File: src/rtl/systolic_pkg.sv
// -----------------------------------------------------------------------------
// systolic_pkg
// Shared definitions for the systolic-array controller:
//   - state_t   : controller FSM states
//   - N_DEF     : default array dimension (N x N processing elements)
//   - DW_DEF    : default operand element width
//   - FEED_LEN  : operand read cycles per job (N)
//   - DRAIN_LEN : cycles to let the last operands reach PE(N-1,N-1) (2N-1)
// feed_len()/drain_len() give the same lengths for a non-default N.
// -----------------------------------------------------------------------------
package systolic_pkg;

    localparam int N_DEF     = 16;
    localparam int DW_DEF    = 8;
    localparam int FEED_LEN  = N_DEF;
    localparam int DRAIN_LEN = 2 * N_DEF - 1;

    typedef enum logic [2:0] {
        ST_IDLE,
        ST_CLEAR,
        ST_FEED,
        ST_DRAIN,
        ST_DONE
    } state_t;

    function automatic int feed_len(input int n);
        return n;
    endfunction

    // One read latency plus 2(n-1) PE hops to the far corner.
    function automatic int drain_len(input int n);
        return 2 * n - 1;
    endfunction

endpackage

File: src/rtl/systolic_skew.sv
// -----------------------------------------------------------------------------
// systolic_skew
// Diagonal skew for one array edge. Lane i delays its element by i cycles so
// that operand k reaches row/column i one cycle after it reaches row/column
// i-1. Lanes are zero-filled: when the input is not valid, zero enters the
// delay line, so a lane never shows stale or unreturned data.
// Ports:
//   clk   : clock, rising edge
//   rst   : asynchronous active-low reset, clears every delay stage
//   flush : synchronous clear of every delay stage
//   vld   : din holds valid returned data this cycle
//   din   : N lanes of DW bits, lane i at [i*DW +: DW]
//   dout  : skewed lanes; lane 0 is combinational (zero delay)
// -----------------------------------------------------------------------------
module systolic_skew
    import systolic_pkg::*;
#(
    parameter int N  = N_DEF,
    parameter int DW = DW_DEF
) (
    input  logic          clk,
    input  logic          rst,
    input  logic          flush,
    input  logic          vld,
    input  logic [N*DW-1:0] din,
    output logic [N*DW-1:0] dout
);

    logic [N*DW-1:0] din_gated;

    assign din_gated = vld ? din : '0;

    for (genvar i = 0; i < N; i++) begin : g_lane
        if (i == 0) begin : g_pass
            assign dout[DW-1:0] = din_gated[DW-1:0];
        end else begin : g_dly
            logic [DW-1:0] sr [i];

            always_ff @(posedge clk or negedge rst) begin
                if (!rst) begin
                    for (int s = 0; s < i; s++) sr[s] <= '0;
                end else if (flush) begin
                    for (int s = 0; s < i; s++) sr[s] <= '0;
                end else begin
                    sr[0] <= din_gated[i*DW +: DW];
                    for (int s = 1; s < i; s++) sr[s] <= sr[s-1];
                end
            end

            assign dout[i*DW +: DW] = sr[i-1];
        end
    end

endmodule

File: src/rtl/systolic_ctrl.sv
// -----------------------------------------------------------------------------
// systolic_ctrl
// Sequences one N x N matrix multiply on an output-stationary systolic array:
// CLEAR (1 cycle) -> FEED (N operand reads) -> DRAIN (2N-1) -> DONE (1 cycle).
// Operand column k of A and row k of B return one cycle after the read and
// are skewed onto the west/north array edges.
// Ports:
//   clk, rst        : clock; asynchronous active-low reset
//   start           : request a job (sampled only in IDLE)
//   abort           : cancel the job in CLEAR/FEED/DRAIN
//   busy            : high in every state except IDLE
//   done            : one-cycle pulse in DONE
//   op_rd_en/op_rd_k: operand memory read strobe and index k
//   a_col, b_row    : returned A column / B row, valid 1 cycle after read
//   arr_a, arr_b    : skewed west-edge and north-edge feeds
//   arr_clr, arr_en : clear PE accumulators; advance/accumulate the array
// -----------------------------------------------------------------------------
module systolic_ctrl
    import systolic_pkg::*;
#(
    parameter int N  = N_DEF,
    parameter int DW = DW_DEF
) (
    input  logic                 clk,
    input  logic                 rst,
    input  logic                 start,
    input  logic                 abort,
    output logic                 busy,
    output logic                 done,
    output logic                 op_rd_en,
    output logic [$clog2(N)-1:0] op_rd_k,
    input  logic [N*DW-1:0]      a_col,
    input  logic [N*DW-1:0]      b_row,
    output logic [N*DW-1:0]      arr_a,
    output logic [N*DW-1:0]      arr_b,
    output logic                 arr_clr,
    output logic                 arr_en
);

    localparam int KW = $clog2(N);
    localparam int CW = $clog2(2 * N);

    localparam logic [CW-1:0] FEED_LAST  = CW'(feed_len(N) - 1);
    localparam logic [CW-1:0] DRAIN_LAST = CW'(drain_len(N) - 1);

    state_t        state;
    logic [CW-1:0] cnt;
    logic          kill;
    logic          flush;
    logic          rd_vld_p0;

    // Abort only acts while a job is actually running.
    assign kill  = abort && ((state == ST_CLEAR) || (state == ST_FEED) ||
                             (state == ST_DRAIN));
    assign flush = kill || (state == ST_CLEAR);

    always_ff @(posedge clk or negedge rst) begin
        if (!rst) begin
            state    <= ST_IDLE;
            cnt      <= '0;
            busy     <= 1'b0;
            done     <= 1'b0;
            op_rd_en <= 1'b0;
            op_rd_k  <= '0;
            arr_clr  <= 1'b0;
            arr_en   <= 1'b0;
        end else if (kill) begin
            state    <= ST_IDLE;
            cnt      <= '0;
            busy     <= 1'b0;
            done     <= 1'b0;
            op_rd_en <= 1'b0;
            op_rd_k  <= '0;
            arr_clr  <= 1'b0;
            arr_en   <= 1'b0;
        end else begin
            case (state)
                ST_IDLE: begin
                    cnt <= '0;
                    if (start) begin
                        state   <= ST_CLEAR;
                        busy    <= 1'b1;
                        arr_clr <= 1'b1;
                    end
                end
                ST_CLEAR: begin
                    state    <= ST_FEED;
                    cnt      <= '0;
                    arr_clr  <= 1'b0;
                    op_rd_en <= 1'b1;
                    op_rd_k  <= '0;
                    arr_en   <= 1'b1;
                end
                ST_FEED: begin
                    if (cnt == FEED_LAST) begin
                        state    <= ST_DRAIN;
                        cnt      <= '0;
                        op_rd_en <= 1'b0;
                        op_rd_k  <= '0;
                    end else begin
                        cnt     <= cnt + CW'(1);
                        op_rd_k <= op_rd_k + KW'(1);
                    end
                end
                ST_DRAIN: begin
                    if (cnt == DRAIN_LAST) begin
                        state  <= ST_DONE;
                        cnt    <= '0;
                        arr_en <= 1'b0;
                        done   <= 1'b1;
                    end else begin
                        cnt <= cnt + CW'(1);
                    end
                end
                ST_DONE: begin
                    state <= ST_IDLE;
                    cnt   <= '0;
                    done  <= 1'b0;
                    busy  <= 1'b0;
                end
                default: begin
                    state    <= ST_IDLE;
                    cnt      <= '0;
                    busy     <= 1'b0;
                    done     <= 1'b0;
                    op_rd_en <= 1'b0;
                    op_rd_k  <= '0;
                    arr_clr  <= 1'b0;
                    arr_en   <= 1'b0;
                end
            endcase
        end
    end

    // ---- p0: read data returns; a read issued in an aborting cycle is dropped
    always_ff @(posedge clk or negedge rst) begin
        if (!rst) begin
            rd_vld_p0 <= 1'b0;
        end else begin
            rd_vld_p0 <= op_rd_en && !kill;
        end
    end

    systolic_skew #(.N(N), .DW(DW)) u_skew_a (
        .clk   (clk),
        .rst   (rst),
        .flush (flush),
        .vld   (rd_vld_p0),
        .din   (a_col),
        .dout  (arr_a)
    );

    systolic_skew #(.N(N), .DW(DW)) u_skew_b (
        .clk   (clk),
        .rst   (rst),
        .flush (flush),
        .vld   (rd_vld_p0),
        .din   (b_row),
        .dout  (arr_b)
    );

endmodule

File: config.mk
export PLATFORM = sky130hd
export DESIGN_NAME = systolic_ctrl
export DESIGN_NICKNAME = d
export VERILOG_FILES = /design/src/rtl/systolic_pkg.sv /design/src/rtl/systolic_skew.sv /design/src/rtl/systolic_ctrl.sv
export SDC_FILE = /design/constraint.sdc
export NUM_CORES = 2
export LEC_CHECK = 0
export CAP_MARGIN = 5
export CORE_MARGIN = 3
export CORE_UTILIZATION = 30
export DETAILED_ROUTE_END_ITERATION = 8
export MAX_ROUTING_LAYER = met4
export SLEW_MARGIN = 10
export SYNTH_ARGS = -nofsm -noshare
export SYNTH_HDL_FRONTEND = slang
export SYNTH_SLANG_ARGS = --single-unit
File: constraint.sdc
create_clock -name clk -period 5.1 [get_ports clk]
set_clock_uncertainty 0.1 [all_clocks]
set_input_delay 0.51 -clock clk [delete_from_list [all_inputs] [get_ports clk]]
set_output_delay 0.51 -clock clk [all_outputs]
set_load 0.05 [all_outputs]
# Word level (Yosys, flattened, before mapping)
# Index checks and enable logic that the tools add are counted.
dict set report word_totals {
  ff_bits 1938
  latchBits 0
  ramBits 0
  mem_bits_ro 0
  input_bits 260
  output_inout_bits 265
  word_cells 341
  n_memories 0
}
dict set report classes {
  add_sub_neg 2
  n_mul 0
  div 0
  order_cmp 0
  eq_ne 14
  shift 0
  n_mux 58
  n_bitwise 0
  reduce_logical 18
}
# cell count
set op_table {}
lappend op_table {{$mux W128} 2}
lappend op_table {{$mux W120} 2}
lappend op_table {{$mux W112} 2}
lappend op_table {{$mux W104} 2}
lappend op_table {{$mux W96} 2}
lappend op_table {{$mux W88} 2}
lappend op_table {{$mux W80} 2}
lappend op_table {{$mux W72} 2}
lappend op_table {{$mux W64} 2}
lappend op_table {{$mux W56} 2}
lappend op_table {{$mux W48} 2}
lappend op_table {{$mux W40} 2}
lappend op_table {{$mux W32} 2}
lappend op_table {{$mux W24} 2}
lappend op_table {{$mux W16} 2}
lappend op_table {{$mux W8} 2}
lappend op_table {{$mux W5} 3}
lappend op_table {{$reduce_or A3 Y1} 5}
lappend op_table {{$mux W3} 4}
lappend op_table {{$pmux W3 S4} 1}
lappend op_table {{$ne A2 B1 Y1 const B} 5}
lappend op_table {{$pmux W5 S2} 1}
lappend op_table {{$reduce_and A2 Y1} 5}
lappend op_table {{$mux W1} 9}
lappend op_table {{other kinds (18)} 27}

# Logic depth before layout (Yosys ltp)
dict set report logic_depth {
  word_depth 6
  mapped_depth 8
  mapped_depth_nobuf 7
}

# Modules after synthesis
# A second synthesis with hierarchy kept.
dict set report hier_totals {
  cells_unflattened 4416
  area_unflattened_um2 65985.8
}
# mod n_inst cells_per_inst area_per_inst_um2
set by_module_without_submodules {}
lappend by_module_without_submodules {systolic_skew 2 2161 32514.9}
lappend by_module_without_submodules {systolic_ctrl 1 94 955.9}

# Least setup slack after synthesis
# No wires, ideal clock.
dict set report synth_path {
  path_kind {flip-flop to output port}
  startpoint {reg rd_vld_p0}
  endpoint {out arr_a[0]}
  arrival_ps 1229
  required_ps 4490
  path_slack_ps 3261
  stages_incl_launch_ff 4
  path_cell_list {dfrtp_1 clkbuf_1 clkbuf_1 and2_1}
}
dict set report synth_between {
  elab_chain_cells 1
}
# element line_no
set synth_rtl {}
lappend synth_rtl {{start, declared} systolic_ctrl.sv:50} ;# logic rd_vld_p0;
lappend synth_rtl {{start signal, assigned} systolic_ctrl.sv:140} ;# rd_vld_p0 <= op_rd_en && !kill;
lappend synth_rtl {{$mux W128} systolic_skew.sv:31} ;# assign din_gated = vld ? din : '0;
lappend synth_rtl {{end, declared} systolic_ctrl.sv:34} ;# output logic [N*DW-1:0] arr_a,
# Every way passes these cells.

# Final worst setup path
dict set report layout_path {
  startpoint {reg rd_vld_p0}
  endpoint {out arr_b[7]}
}
dict set report layout_between {
  elab_chain_cells 1
}
# element line_no
set layout_rtl {}
lappend layout_rtl {{$mux W128} systolic_skew.sv:31}
lappend layout_rtl {{end, declared} systolic_ctrl.sv:35} ;# output logic [N*DW-1:0] arr_b,
# Every way passes these cells.

==> PnR_summary.wiki <==
{| class="wikitable"
! Metric !! Value
|-
| Library cell occupying the most area in the post-synthesis netlist || dfrtp_1
|-
| Normalized max-slew margin || 28.5%
|-
| Post-CTS Hold Fix Bufs || 1
|-
| Dominant cells by area after synthesis || dfrtp_1, and2_1, buf_4, and3_1, buf_2
|-
| Num ports || 525
|-
| Final HPWL DP || 65.0 mm
|-
| Maxcap violations || 0
|-
| Number of nets in the synthesized netlist || 4,682
|-
| Register clock-pin slew on the reported worst setup and hold paths || 0.06 ns
|-
| Async SR Flop Fraction || 100%
|-
| Number of instances resized during post-cts repair || 0
|-
| First-pass GRT wire length || 173 mm
|-
| Power, Total || 0.0345 W
|-
| Critical path start-end classification || register to output port
|-
| Library cells used by synthesis || 33
|-
| Num CTS Buffers || 198
|-
| CP Capture Point || arr_b[7]
|-
| Antenna-violating nets left || 0
|-
| Library cell with the highest instance count after synthesis || dfrtp_1
|-
| Number of synthesized flops with an enable pin || 0
|-
| Instance count on the critical path || 2
|-
| VDD IR-drop max || 0.328 mV
|-
| Worst hold start || a_col[25]
|-
| Maximum root-to-sink buffer count || 3
|-
| Final sum of negative setup slack || 0 ns
|-
| Routability-driven placement congestion ratio || 0.775
|-
| Total number of clock tree sinks || 1,938
|-
| Starting Density || 30.2%
|-
| CTS tree || built
|-
| Placed standard-cell area || 70,500 sq um
|-
| Required @ worst endpoint || 4.49 ns
|-
| Critical path capture point type || output port
|-
| Post-synthesis sequential area ratio || 75.6%
|-
| Floorplan die area || 219,000 sq um
|-
| Total number of vias || 29,700
|-
| Initial antenna violation count || 42
|-
| GRT Residual Overflow || 0
|-
| Wirelength per Cell || 14.0 um
|-
| Vias in the first global route || 30,800
|-
| Dominant synthesized flop cell || dfrtp_1
|-
| Max Transition Viols Final || 0
|-
| Cell type of the slowest stage on the worst timing path || clkdlybuf4s50_1
|-
| Synthesis warning total || 0
|-
| Worst-Margin Slew || 1.07 ns
|-
| Startpoint of the worst setup timing path || rd_vld_p0
|-
| Number of buffer cells added on primary ports || 524
|-
| Setup repair after global routing missed its margin || no
|-
| Critical path peak fanout || 67
|-
| Worst Path Arrival || 2.76 ns
|-
| Via-to-Cell Ratio || 3.84
|-
| Iteration-0 DRC count of the detailed router || 2,042
|-
| Maximum level of the CTS H-tree || 4
|-
| Layout net count || 4,987
|-
| Run status || completed
|-
| Top-area cell type share of the netlist area || 75.6%
|-
| Leak || 38.9 nW
|-
| Chip height || 468 um
|-
| Largest net degree at the start of global routing || 289
|-
| Max Fclk || 0.297 GHz
|-
| Worst path cell trace || and2_1, clkdlybuf4s50_1
|-
| Hold slack final || 0.152 ns
|-
| Worst path bufs/invs || 1
|-
| Floorplan Core Area || 212,000 sq um
|-
| Fin crit share || 66.1%
|-
| Worst R2R End || u_skew_a.g_lane[13].g_dly.sr[100]
|-
| Class of the worst hold path || primary input to register
|-
| First-pass iteration count of the detailed router || 4
|-
| Library cell used as clock root buffer || clkbuf_16
|-
| Global router's overall resource usage || 10.3%
|-
| Peak per-stage delay on the critical path || 0.82 ns
|-
| Total setup violations reported at the end of the flow || 0
|-
| Remaining DRCs || 0
|-
| Reg2Reg Launch Point || state[1]
|-
| Count of filler cells inserted in the layout || 20,300
|-
| Final Hold Vio Count || 0
|-
| Synth Cell Area || 64,100 sq um
|-
| Wire length reported by the detailed router || 109 mm
|-
| Average instance area after synthesis || 14.5 sq um
|-
| Kind of start point of the critical path || register
|-
| Number of cells on the worst reg-to-reg path || 5
|-
| Share of final-layout standard cells stronger than drive strength 1 || 7.92%
|-
| Standard-cell row count || 169
|-
| Min Tclk post-route || 3.37 ns
|-
| Synthesized instance count || 4,417
|-
| Total power divided by cell area || 446 nW/um^2
|-
| Final design area excluding fillers || 77,400 sq um
|-
| Seq cells post-synth || 1,938
|-
| Cell family with most CP delay || buffers and inverters
|-
| Post-CTS Setup Repair Bufs || 0
|-
| DIE WIDTH || 468 um
|-
| Worst setup slack for register-to-register paths || 2.59 ns
|-
| Synth top cells by count || dfrtp_1, and2_1, and3_1, buf_4, buf_2
|-
| Syn-to-layout area delta || 20.7%
|-
| Insertion delay to the later sink of the worst-skew pair || 0.84 ns
|}
[worst reg2reg max path, stage by stage (launching register included)]
cell and delay (ns):
dfrtp_1 0.60, mux2i_1 0.24, or2_4 0.34, buf_12 0.32, buf_4 0.55, and3_1 0.26
[per-stage QoR]
step,std cells,worst slack [ns],utilization [%]
global placement,7342,2.22,33.2
detailed placement,7342,2.17,33.2
finish,7744,1.73,36.5
global route,7735,1.52,36.5
floorplan,4417,3.26,-
CTS,7706,1.56,36.4
[report_power, final]
part           leakage, nW  internal [W]  switching, W
sequential            26.7        0.0165      0.000301
clock                 3.32       0.00847       0.00609
combinational         8.88       0.00108       0.00206
[worst min path at each step]
stage / endpoint / slack [ns] / cells past startpoint
after global placement: u_skew_a.g_lane[13].g_dly.sr[43] / 0.33 / 1
after global routing: u_skew_b.g_lane[2].g_dly.sr[12] / 0.07 / 2
after detailed placement: u_skew_a.g_lane[12].g_dly.sr[69] / 0.33 / 1
after floorplan: arr_clr / 0.11 / 0
final: u_skew_a.g_lane[3].g_dly.sr[17] / 0.15 / 2
after CTS: u_skew_b.g_lane[1].g_dly.sr[2] / 0.03 / 2
[placed cells by master (no fill, tap or decap), drive strengths merged, types with 4 or more instances in the layout]
cell type and instances:
inv 15, o22ai 4, clkbuf 277, dfrtp 1938, nor2b 5, diode 38
bufinv 11, a21oi 6, clkinv 54, ha 5, nor2 7, and3 241
clkdlybuf4s50 523, buf 52, o21ai 5, nand2 7, and2 1697, clkinvlp 11
[final cells by class]
cell class / count / area [sq um] / area share [%]
Clock inverter: 86 / 1080 / 1.39
Clock buffer: 277 / 5720 / 7.39
Tap cell: 2821 / 3530 / 4.56
Multi-Input combinational cell: 2003 / 12500 / 16.2
Inverter: 5 / 18.8 / 0.0242
Sequential cell: 1938 / 48500 / 62.6
Timing Repair Buffer: 576 / 5930 / 7.66
Antenna cell: 38 / 95.1 / 0.123
[logic make-up after synthesis]
group / count (synthesis) / synth area share, %
simple gates: 1970 / 19.2
fa+ha+maj: 5 / 0.0975
buf+inv: 476 / 4.82
mux: 3 / 0.0468
compound gates: 23 / 0.220
xor+xnor: 2 / 0.0273
flops: 1938 / 75.6
[routing by layer]
| metal | share of wire [%] | GRT usage [%] | wire length [um] |
|---|---|---|---|
| met1 | 42 | 12.3 | 45700 |
| met2 | 47 | 15.6 | 50800 |
| met3 | 7.0 | 3.62 | 7650 |
| met4 | 4.0 | 4.78 | 4350 |
| met5 | 0 | - | 0 |
[sequential cells by signal, indices dropped and copies added, names as in the netlist, 3 cells and up]
name / flops
u_skew_a.g_lane.g_dly.sr: 848
u_skew_b.g_lane.g_dly.sr: 848
u_skew_a.dout: 112
u_skew_b.dout: 112
cnt: 5
op_rd_k: 4
state: 3
(Power assumes the default switching activity.)
